--- src/rtl/alu_pkg.sv ---
`default_nettype none
// ============================================================================
// Module      : alu_pkg
// Description : Shared opcode and state encodings for the multi-cycle
//               logic/shift unit, plus an opcode classification helper.
//               The AND/OR/XOR codes match the existing logic unit.
// Revision    : 1.0 - initial release
// ============================================================================
package alu_pkg;

    typedef enum logic [3:0] {
        ALU_AND = 4'b0100,
        ALU_OR  = 4'b0101,
        ALU_XOR = 4'b0110,
        ALU_SLL = 4'b0111,
        ALU_SRL = 4'b1000,
        ALU_SRA = 4'b1001
    } alu_op_e;

    typedef enum logic [1:0] {
        IDLE  = 2'd0,
        SHIFT = 2'd1,
        DONE  = 2'd2
    } state_e;

    function automatic logic is_shift_op(input logic [3:0] op);
        return (op == ALU_SLL) || (op == ALU_SRL) || (op == ALU_SRA);
    endfunction

endpackage : alu_pkg
`default_nettype wire

--- src/rtl/alu_shift_step.sv ---
`default_nettype none
// ============================================================================
// Module      : alu_shift_step
// Description : Combinational single-step shifter. Shifts work_i by n_i
//               positions (0..STEP) left, or right with zero/sign fill.
// Ports       : work_i    - value being shifted
//               n_i       - shift distance for this step (0..STEP)
//               dir_i     - 0 = left, 1 = right
//               arith_i   - right shifts replicate the sign bit when set
//               shifted_o - shifted value
// Revision    : 1.0 - initial release
// ============================================================================
module alu_shift_step #(
    parameter  int WIDTH = 32,
    parameter  int STEP  = 1,
    localparam int N_W   = $clog2(STEP + 1)
) (
    input  logic [WIDTH-1:0] work_i,
    input  logic [N_W-1:0]   n_i,
    input  logic             dir_i,
    input  logic             arith_i,
    output logic [WIDTH-1:0] shifted_o
);

    always_comb begin
        shifted_o = work_i;
        if (!dir_i) begin
            shifted_o = work_i << n_i;
        end else if (arith_i) begin
            shifted_o = $unsigned($signed(work_i) >>> n_i);
        end else begin
            shifted_o = work_i >> n_i;
        end
    end

endmodule : alu_shift_step
`default_nettype wire

--- src/rtl/alu_logic_shift_mc.sv ---
`default_nettype none
// ============================================================================
// Module      : alu_logic_shift_mc
// Description : Multi-cycle logic/shift unit with valid/ready on both sides.
//               AND/OR/XOR and illegal codes finish in one cycle; shifts
//               iterate STEP positions per cycle in the SHIFT state.
// Ports       : clk, rst_n           - clock, async active-low reset
//               in_valid / in_ready  - request handshake
//               a, b, cntrl          - operands and opcode
//               out_valid / out_ready- result handshake
//               result, illegal_op   - held stable while out_valid
//               busy                 - high while shifting
// Revision    : 1.0 - initial release
// ============================================================================
module alu_logic_shift_mc
    import alu_pkg::*;
#(
    parameter int WIDTH = 32,
    parameter int STEP  = 1
) (
    input  logic             clk,
    input  logic             rst_n,
    input  logic             in_valid,
    output logic             in_ready,
    input  logic [WIDTH-1:0] a,
    input  logic [WIDTH-1:0] b,
    input  logic [3:0]       cntrl,
    output logic             out_valid,
    input  logic             out_ready,
    output logic [WIDTH-1:0] result,
    output logic             illegal_op,
    output logic             busy
);

    localparam int SHAMT_W = $clog2(WIDTH);
    localparam int N_W     = $clog2(STEP + 1);

    state_e             state_q, state_d;
    logic [WIDTH-1:0]   result_q, result_d;
    logic               illegal_q, illegal_d;
    logic [WIDTH-1:0]   work_q, work_d;
    logic [SHAMT_W-1:0] rem_q, rem_d;
    logic               dir_q, dir_d;
    logic               arith_q, arith_d;

    logic [N_W-1:0]     n_w;
    logic [WIDTH-1:0]   shifted_w;

    // Distance for this cycle: min(STEP, remaining). Compared as int so a
    // STEP equal to WIDTH does not overflow the shift-amount width.
    always_comb begin
        n_w = N_W'(STEP);
        if (int'(rem_q) < STEP) begin
            n_w = N_W'(rem_q);
        end
    end

    alu_shift_step #(
        .WIDTH (WIDTH),
        .STEP  (STEP)
    ) u_shift_step (
        .work_i    (work_q),
        .n_i       (n_w),
        .dir_i     (dir_q),
        .arith_i   (arith_q),
        .shifted_o (shifted_w)
    );

    always_comb begin
        state_d   = state_q;
        result_d  = result_q;
        illegal_d = illegal_q;
        work_d    = work_q;
        rem_d     = rem_q;
        dir_d     = dir_q;
        arith_d   = arith_q;

        case (state_q)
            IDLE: begin
                if (in_valid) begin
                    illegal_d = 1'b0;
                    state_d   = DONE;
                    if (is_shift_op(cntrl)) begin
                        // Direction and fill are captured here so later
                        // changes on cntrl cannot affect the running shift.
                        work_d  = a;
                        rem_d   = b[SHAMT_W-1:0];
                        dir_d   = (cntrl != ALU_SLL);
                        arith_d = (cntrl == ALU_SRA);
                        if (b[SHAMT_W-1:0] == '0) begin
                            result_d = a;
                        end else begin
                            state_d = SHIFT;
                        end
                    end else begin
                        case (cntrl)
                            ALU_AND: result_d = a & b;
                            ALU_OR:  result_d = a | b;
                            ALU_XOR: result_d = a ^ b;
                            default: begin
                                result_d  = '0;
                                illegal_d = 1'b1;
                            end
                        endcase
                    end
                end
            end
            SHIFT: begin
                work_d = shifted_w;
                rem_d  = rem_q - SHAMT_W'(n_w);
                if (rem_q == SHAMT_W'(n_w)) begin
                    result_d = shifted_w;
                    state_d  = DONE;
                end
            end
            DONE: begin
                if (out_ready) begin
                    state_d = IDLE;
                end
            end
            default: state_d = IDLE;
        endcase
    end

    always_ff @(posedge clk or negedge rst_n) begin
        if (!rst_n) begin
            state_q   <= IDLE;
            result_q  <= '0;
            illegal_q <= 1'b0;
            work_q    <= '0;
            rem_q     <= '0;
            dir_q     <= 1'b0;
            arith_q   <= 1'b0;
        end else begin
            state_q   <= state_d;
            result_q  <= result_d;
            illegal_q <= illegal_d;
            work_q    <= work_d;
            rem_q     <= rem_d;
            dir_q     <= dir_d;
            arith_q   <= arith_d;
        end
    end

    assign in_ready   = (state_q == IDLE);
    assign out_valid  = (state_q == DONE);
    assign busy       = (state_q == SHIFT);
    assign result     = result_q;
    assign illegal_op = illegal_q;

endmodule : alu_logic_shift_mc
`default_nettype wire

--- config.mk ---
export PLATFORM = sky130hd
export DESIGN_NAME = alu_logic_shift_mc
export DESIGN_NICKNAME = d
export VERILOG_FILES = /design/src/rtl/alu_pkg.sv /design/src/rtl/alu_shift_step.sv /design/src/rtl/alu_logic_shift_mc.sv
export SDC_FILE = /design/constraint.sdc
export NUM_CORES = 1
export LEC_CHECK = 0
export CAP_MARGIN = 25
export CORE_ASPECT_RATIO = 1.4
export CORE_MARGIN = 2
export CORE_UTILIZATION = 50
export CTS_CLUSTER_DIAMETER = 30
export DETAILED_ROUTE_END_ITERATION = 8
export HOLD_SLACK_MARGIN = 0.08
export PLACE_DENSITY_LB_ADDON = 0.25
export SLEW_MARGIN = 15
export SYNTH_ARGS = -nofsm -noshare
export SYNTH_HDL_FRONTEND = slang
export SYNTH_SLANG_ARGS = --single-unit
--- constraint.sdc ---
create_clock -name clk -period 1.6 [get_ports clk]
set_input_delay 0.4 -clock clk [delete_from_list [all_inputs] [get_ports clk]]
set_output_delay 0.4 -clock clk [all_outputs]
set_load 0.005 [all_outputs]
Yosys cells after proc, flatten, opt, wreduce, memory -nomap -nowiden
Index checks and enable logic that the tools add are counted.
Widths: inputs -> output; s select.
{"block": "totals", "out_inout_bits": 36, "elab_cells": 64, "inputBits": 72, "reg_bits": 74}
{"block": "op_classes", "addsub": 1, "bitwise_logic": 3, "n_eq_ne": 15, "shifts": 3, "mux": 23, "magnitude_cmp": 1, "reduce_logical": 11}
{"op": "$mux 32", "n": 8}
{"op": "$pmux 32 s2", "n": 2}
{"op": "$pmux 32 s3", "n": 1}
{"op": "$and 32x32->32", "n": 1}
{"op": "$or 32x32->32", "n": 1}
{"op": "$shl 32x1->32", "n": 1}
{"op": "$shr 32x1->32", "n": 1}
{"op": "$sshr 32x1->32", "n": 1}
{"op": "$xor 32x32->32", "n": 1}
{"op": "$eq 4x3->1 const B", "n": 4}
{"op": "$mux 2", "n": 5}
{"op": "$mux 5", "n": 2}
{"op": "$pmux 5 s2", "n": 1}
{"op": "$reduce_and 3->1", "n": 3}
{"op": "$eq 4x4->1 const B", "n": 2}
{"op": "$ne 2x1->1 const B", "n": 3}
{"op": "$pmux 2 s3", "n": 1}
{"op": "$eq 5x1->1", "n": 1}
{"op": "$logic_not 5->1", "n": 1}
{"op": "$lt 5x1->1 const B", "n": 1}
{"op": "$sub 5x1->5", "n": 1}
{"op": "$ne 4x3->1 const B", "n": 1}
{"op": "$reduce_and 4->1", "n": 1}
{"op": "$mux 1", "n": 3}
{"op": "9 further kinds", "n": 10}

Longest topological paths before layout
{"block": "logic_depth", "ltp_word": 7, "ltp_mapped": 6, "depth_no_buf": 6}

Hierarchy
A second synthesis with hierarchy kept.
{"block": "unflattened", "hier_cells": 685, "area_unflattened_um2": 6387.4}
{"module": "alu_logic_shift_mc", "n_inst": 1, "area_per_inst_um2": 5685.5, "cells_per_inst": 577, "seq_area_each_um2": 1851.8}
{"module": "alu_shift_step", "n_inst": 1, "area_per_inst_um2": 701.9, "cells_per_inst": 108, "seq_area_each_um2": 0.0}

Least setup slack after synthesis
No wires, ideal clock.
{"block": "synth_path", "kind": "input to register", "from": "input b[2]", "to": "register result_q[8] (netlist: result[8])", "path_slack_ns": -0.121, "n_path_buf": 1, "arrival_time_ns": 1.580, "required_time_ns": 1.459, "setup_ns": 0.141, "stages": 5, "path_cell_list": "or4_4 -> o22ai_2 -> a21o_4 -> buf_6 -> a41oi_2"}
{"block": "synth_via", "elab_chain_cells": 3}
{"item": "start: declaration", "line_no": "alu_logic_shift_mc.sv:26", "source": "input logic [WIDTH-1:0] b,"}
{"item": "$logic_not 5->1", "line_no": "alu_logic_shift_mc.sv:90", "source": "if (b[SHAMT_W-1:0] == '0) begin"}
{"item": "$ne 3x2->1 (no source line)"}
{"item": "$reduce_and 4->1 (no source line)"}
{"item": "end signal: assignment", "line_no": "alu_logic_shift_mc.sv:136", "source": "result_q <= result_d;"}
{"item": "end: declaration", "line_no": "alu_logic_shift_mc.sv:39", "source": "logic [WIDTH-1:0] result_q, result_d;"}
No other way between the ends.
A chain may end at the register's enable or synchronous reset.

Worst setup path after layout
{"block": "layout_path", "from": "register state_q[1]", "to": "register work_q[1]"}
{"block": "layout_via", "elab_chain_cells": 3, "elab_cells_between_ends": 7, "classes_between": "3 x eq/ne; 1 x mux; 3 x reduce/logical"}
{"item": "start: declaration", "line_no": "alu_logic_shift_mc.sv:38", "source": "state_e state_q, state_d;"}
{"item": "start signal: assignment", "line_no": "alu_logic_shift_mc.sv:135", "source": "state_q <= state_d;"}
{"item": "$logic_not 2->1 or $eq 2x1->1 (tied branches)", "line_no": "alu_logic_shift_mc.sv:78", "source": "case (state_q)"}
{"item": "$ne 2x1->1 (no source line), or another cell as far along"}
{"item": "$reduce_and 3->1 (no source line)"}
{"item": "end signal: assignment", "line_no": "alu_logic_shift_mc.sv:138", "source": "work_q <= work_d;"}
{"item": "end: declaration", "line_no": "alu_logic_shift_mc.sv:41", "source": "logic [WIDTH-1:0] work_q, work_d;"}
Parallel ways exist; a longest one is shown, timed or not.

==> metrics.csv <==
stage,metric,value,unit
status,status,"complete, but fails checks",
status,violations,"DRC, setup timing",
clocking,root_buffer,clkbuf_16,
cells_and_area,num_antenna_cells,0,
global_routing,grt_use_total,33.3,%
worst_hold_path,whs_path_depth,4,
cells_and_area,syn2layout_area_growth,52.7,%
critical_path,start_kind,register,
logic_synthesis,synth.distinct_cells,52,
power,p_clk_share,15.1,%
route,vias_per_cell,6.80,
cells_and_area,stdcell_count,1119,
logic_synthesis,synth_xor_xnor_area_share,0,%
logic_synthesis,netlist_instances,755,
global_routing,grt_max_degree,32,
cells_and_area,layout_commonest_cell,buf_4,
critical_path,cp_slowest_cell,nor3b_4,
global_routing,antenna_found_initial,1,
timing,fin_ws,-0.372,ns
logic_synthesis,synth_area,6470,µm²
timing,final.min_clock_period,1.97,ns
power,p_sw,6.16,mW
logic_synthesis,syn_avg_cell_area,8.56,µm²
timing,tightest_slew,0.488,ns
critical_path,worstPathRequired,1.85,ns
worst_hold_path,hold_end,state_q[0],
clocking,clock_sinks,74,
logic_synthesis,synth_edf_count,0,
logic_synthesis,synthMuxAreaShare,3.41,%
route,first_pass_iters,9,
power,sw_frac_of_total,43.1,%
critical_path,critPathBufInv,4,
die,die_w,100,µm
timing,rsz0062_at_grt,true,
critical_path,r2r-start,state_q[1],
logic_synthesis,yosysTopAreaCell,dfrtp_1,
critical_path,critPathKind,reg2reg,
timing,drv_slew,0,
cells_and_area,final_cell_mix,"buf_4 (107), inv_1 (79), dfrtp_1 (71)",
critical_path,r2r-end,work_q[1],
logic_synthesis,yosys_warnings,0,
timing,fmax,507,MHz
route,drc_errors,1,
cells_and_area,finalNetCount,1098,
die,die_area,13900,µm²
logic_synthesis,synthAdderAreaFrac,12.6,%
clocking,cts_inserted_buffers,9,
power,p_leak,4.26,nW
cells_and_area,final_area,9880,µm²
critical_path,path_cells,buf_6 > nor3b_4 > a21boi_4 > buf_12 > buf_12 > buf_12 > nor3_2 > a31oi_1,
route,wl_per_cell,23.8,µm
critical_path,r2r_cells,8,
cells_and_area,drive_above_1_share,32.0,%
placed_design,hpwl,14700,µm
placed_design,dp_cells,1061,
logic_synthesis,synth_area_leaders,"dfrtp_1 (29%), ha_1 (13%), a41oi_2 (7.5%), a211oi_1 (7.1%), inv_1 (4.6%)",
logic_synthesis,synth_nets,892,
clocking,clk_pin_slew,0.06,ns
global_routing,overflow,0,
clocking,clk_latency,0.35,ns
logic_synthesis,synth_seq_cells,74,
die,pin_count,108,
worst_hold_path,hp-class,in2reg,
critical_path,cp_top_family,buffers and inverters,
power,powerDensity,1450,nW/µm²
logic_synthesis,ys.flop_type,dfrtp_1,
route,num_vias,7610,
timing,hold_viol,0,
logic_synthesis,synthArstFlopShare,100,%
timing,clock_skew,0.0124,ns
power,power.internal,8.14,mW
logic_synthesis,ys_seq_area_share,28.6,%
critical_path,worstPathArrival,2.23,ns
die,rows,49,
die,coreArea,12800,µm²
job,cap_violations,0,
clocking,clockBufferDepth,2,
clocking,ctsHtreeMaxLevel,3,
critical_path,slowest_delay,0.45,ns
critical_path,reg2reg_setup_slack,-0.37,ns
placed_design,io_buffers,107,
logic_synthesis,netlist.area_leader.share,28.6,%
power,max-vdd-ir-drop,753,µV
critical_path,worst_path_most_repeated_cell,buf_12,
route,ant_nets,0,
clocking,cts_tree,built,
logic_synthesis,synth_compound_area_share,31.6,%
route,wl,26600,µm
timing,fin_crit_sh,123,%
timing,fin_tns_setup,-17.67,ns
logic_synthesis,synth_top_family_by_area,compound AO/OA/AOI/OAI gates,
timing,finalSetupViolCount,76,
placed_design,dpl_cell_area,8390,µm²
timing,max-slew-margin-rel,67.4,%
power,power.share.sequential,26.9,%
worst_hold_path,worstHoldStart,b[0],
die,initial_utilization,50.7,%
global_routing,grt_pass1_wl,36700,µm
global_routing,grt_pass1_vias,7465,
die,die_h,139,µm
logic_synthesis,synth-simple-area-share,14.2,%
critical_path,crit_fanout,6,
power,p_comb_share,58.0,%
route,drt_iter0_drc,953,
critical_path,crit_path_end_kind,register,
placed_design,gp_congestion,0.936,
sequential cells by signal (all words and copies together) (netlist names):
name and flops:
dir_q 1, arith_q 1, result 32, rem_q 5, state_q 2, illegal_op 1, work_q 32
area by class of cell:
type | instances | area (µm²)
clock buffer | 12 | 256
clock inverter | 4 | 50.0
fill | 749 | 2880
inverter | 80 | 300
multi-input combinational | 536 | 4620
sequential | 74 | 1860
tap | 153 | 191
timing repair buffer | 260 | 2610
stage by stage:
stage               hold WS (ns)  power, mW  utilization (%)  setup slack (ns)
finish                     0.526       14.3             77.5            -0.372
global route               0.515       14.9             77.5            -0.484
CTS                        0.541       12.7             73.6            -0.145
detailed placement         0.356       9.65             65.8            -0.679
global placement           0.350       9.35             65.8            -0.613
floorplan                  0.104       6.85                -           -0.0590
power by group through the flow:
stage / registers, mW / clock network [mW] / logic, mW
after floorplan: 3.45 / 0 / 3.39
after global placement: 3.56 / 0 / 5.79
after detailed placement: 3.59 / 0 / 6.06
after CTS: 3.66 / 2.10 / 6.99
after global routing: 3.90 / 2.24 / 8.74
final: 3.84 / 2.16 / 8.30
worst register-to-register path, cell delays in order, from the launching register on:
cell and delay (ns):
dfrtp_1 0.39, buf_6 0.13, nor3b_4 0.45, a21boi_4 0.29, buf_12 0.15, buf_12 0.13, buf_12 0.10, nor3_2 0.03
a31oi_1 0.21
cells by family (layout without fill, tap and decap cells):
| logic type | after synthesis | after routing |
|---|---|---|
| compound gates | 261 | 261 |
| simple gates | 188 | 188 |
| buf+inv | 145 | 356 |
| flops | 74 | 74 |
| fa+ha+maj | 65 | 65 |
| mux | 22 | 22 |
synth_stat cells, types with 2 or more instances:
library cell and count:
clkbuf_1 28, nand4b_1 2, buf_1 5, o21ai_0 53, buf_6 5, mux2i_1 22, a311oi_1 2, o22ai_1 11
a31oi_1 20, nor3_1 22, nor2_1 35, a41oi_2 30, o21ai_1 4, buf_2 24, o211ai_1 31, a211oi_1 61
nand2_1 70, inv_1 79, and2_1 32, nor2b_1 3, buf_4 3, a41oi_1 2, a21oi_1 22, nand2b_1 9
ha_1 65, o221ai_1 12, nand3_1 5, dfrtp_1 74
per-layer routing:
layer,track usage [%],routed length [µm]
met5,0,13
met4,18.9,2020
met3,6.40,2670
met2,59.1,13000
met1,36.6,8870
what timing repair did:
item | in CTS | in global routing
gates cloned | 7 | 2
pin swaps | 27 | 44
resized for setup | 136 | 103
setup endpoints to repair | 102 | 83
endpoints found under the hold margin | 24 | 0
buffers inserted | 24 | 15
hold buffers | 1 | 0
how the worst max path moves through the flow:
stage	start	endpoint	slack [ns]	cells past startpoint
after detailed placement	cntrl[3]	result[21]	-0.68	6
after floorplan	b[2]	result[8]	-0.06	5
final	state_q[1]	work_q[1]	-0.37	8
after global placement	cntrl[1]	work_q[6]	-0.61	8
after global routing	a[5]	result[5]	-0.48	6
after CTS	rem_q[4]	result[14]	-0.15	6
Power figures use the tool's default switching activity.
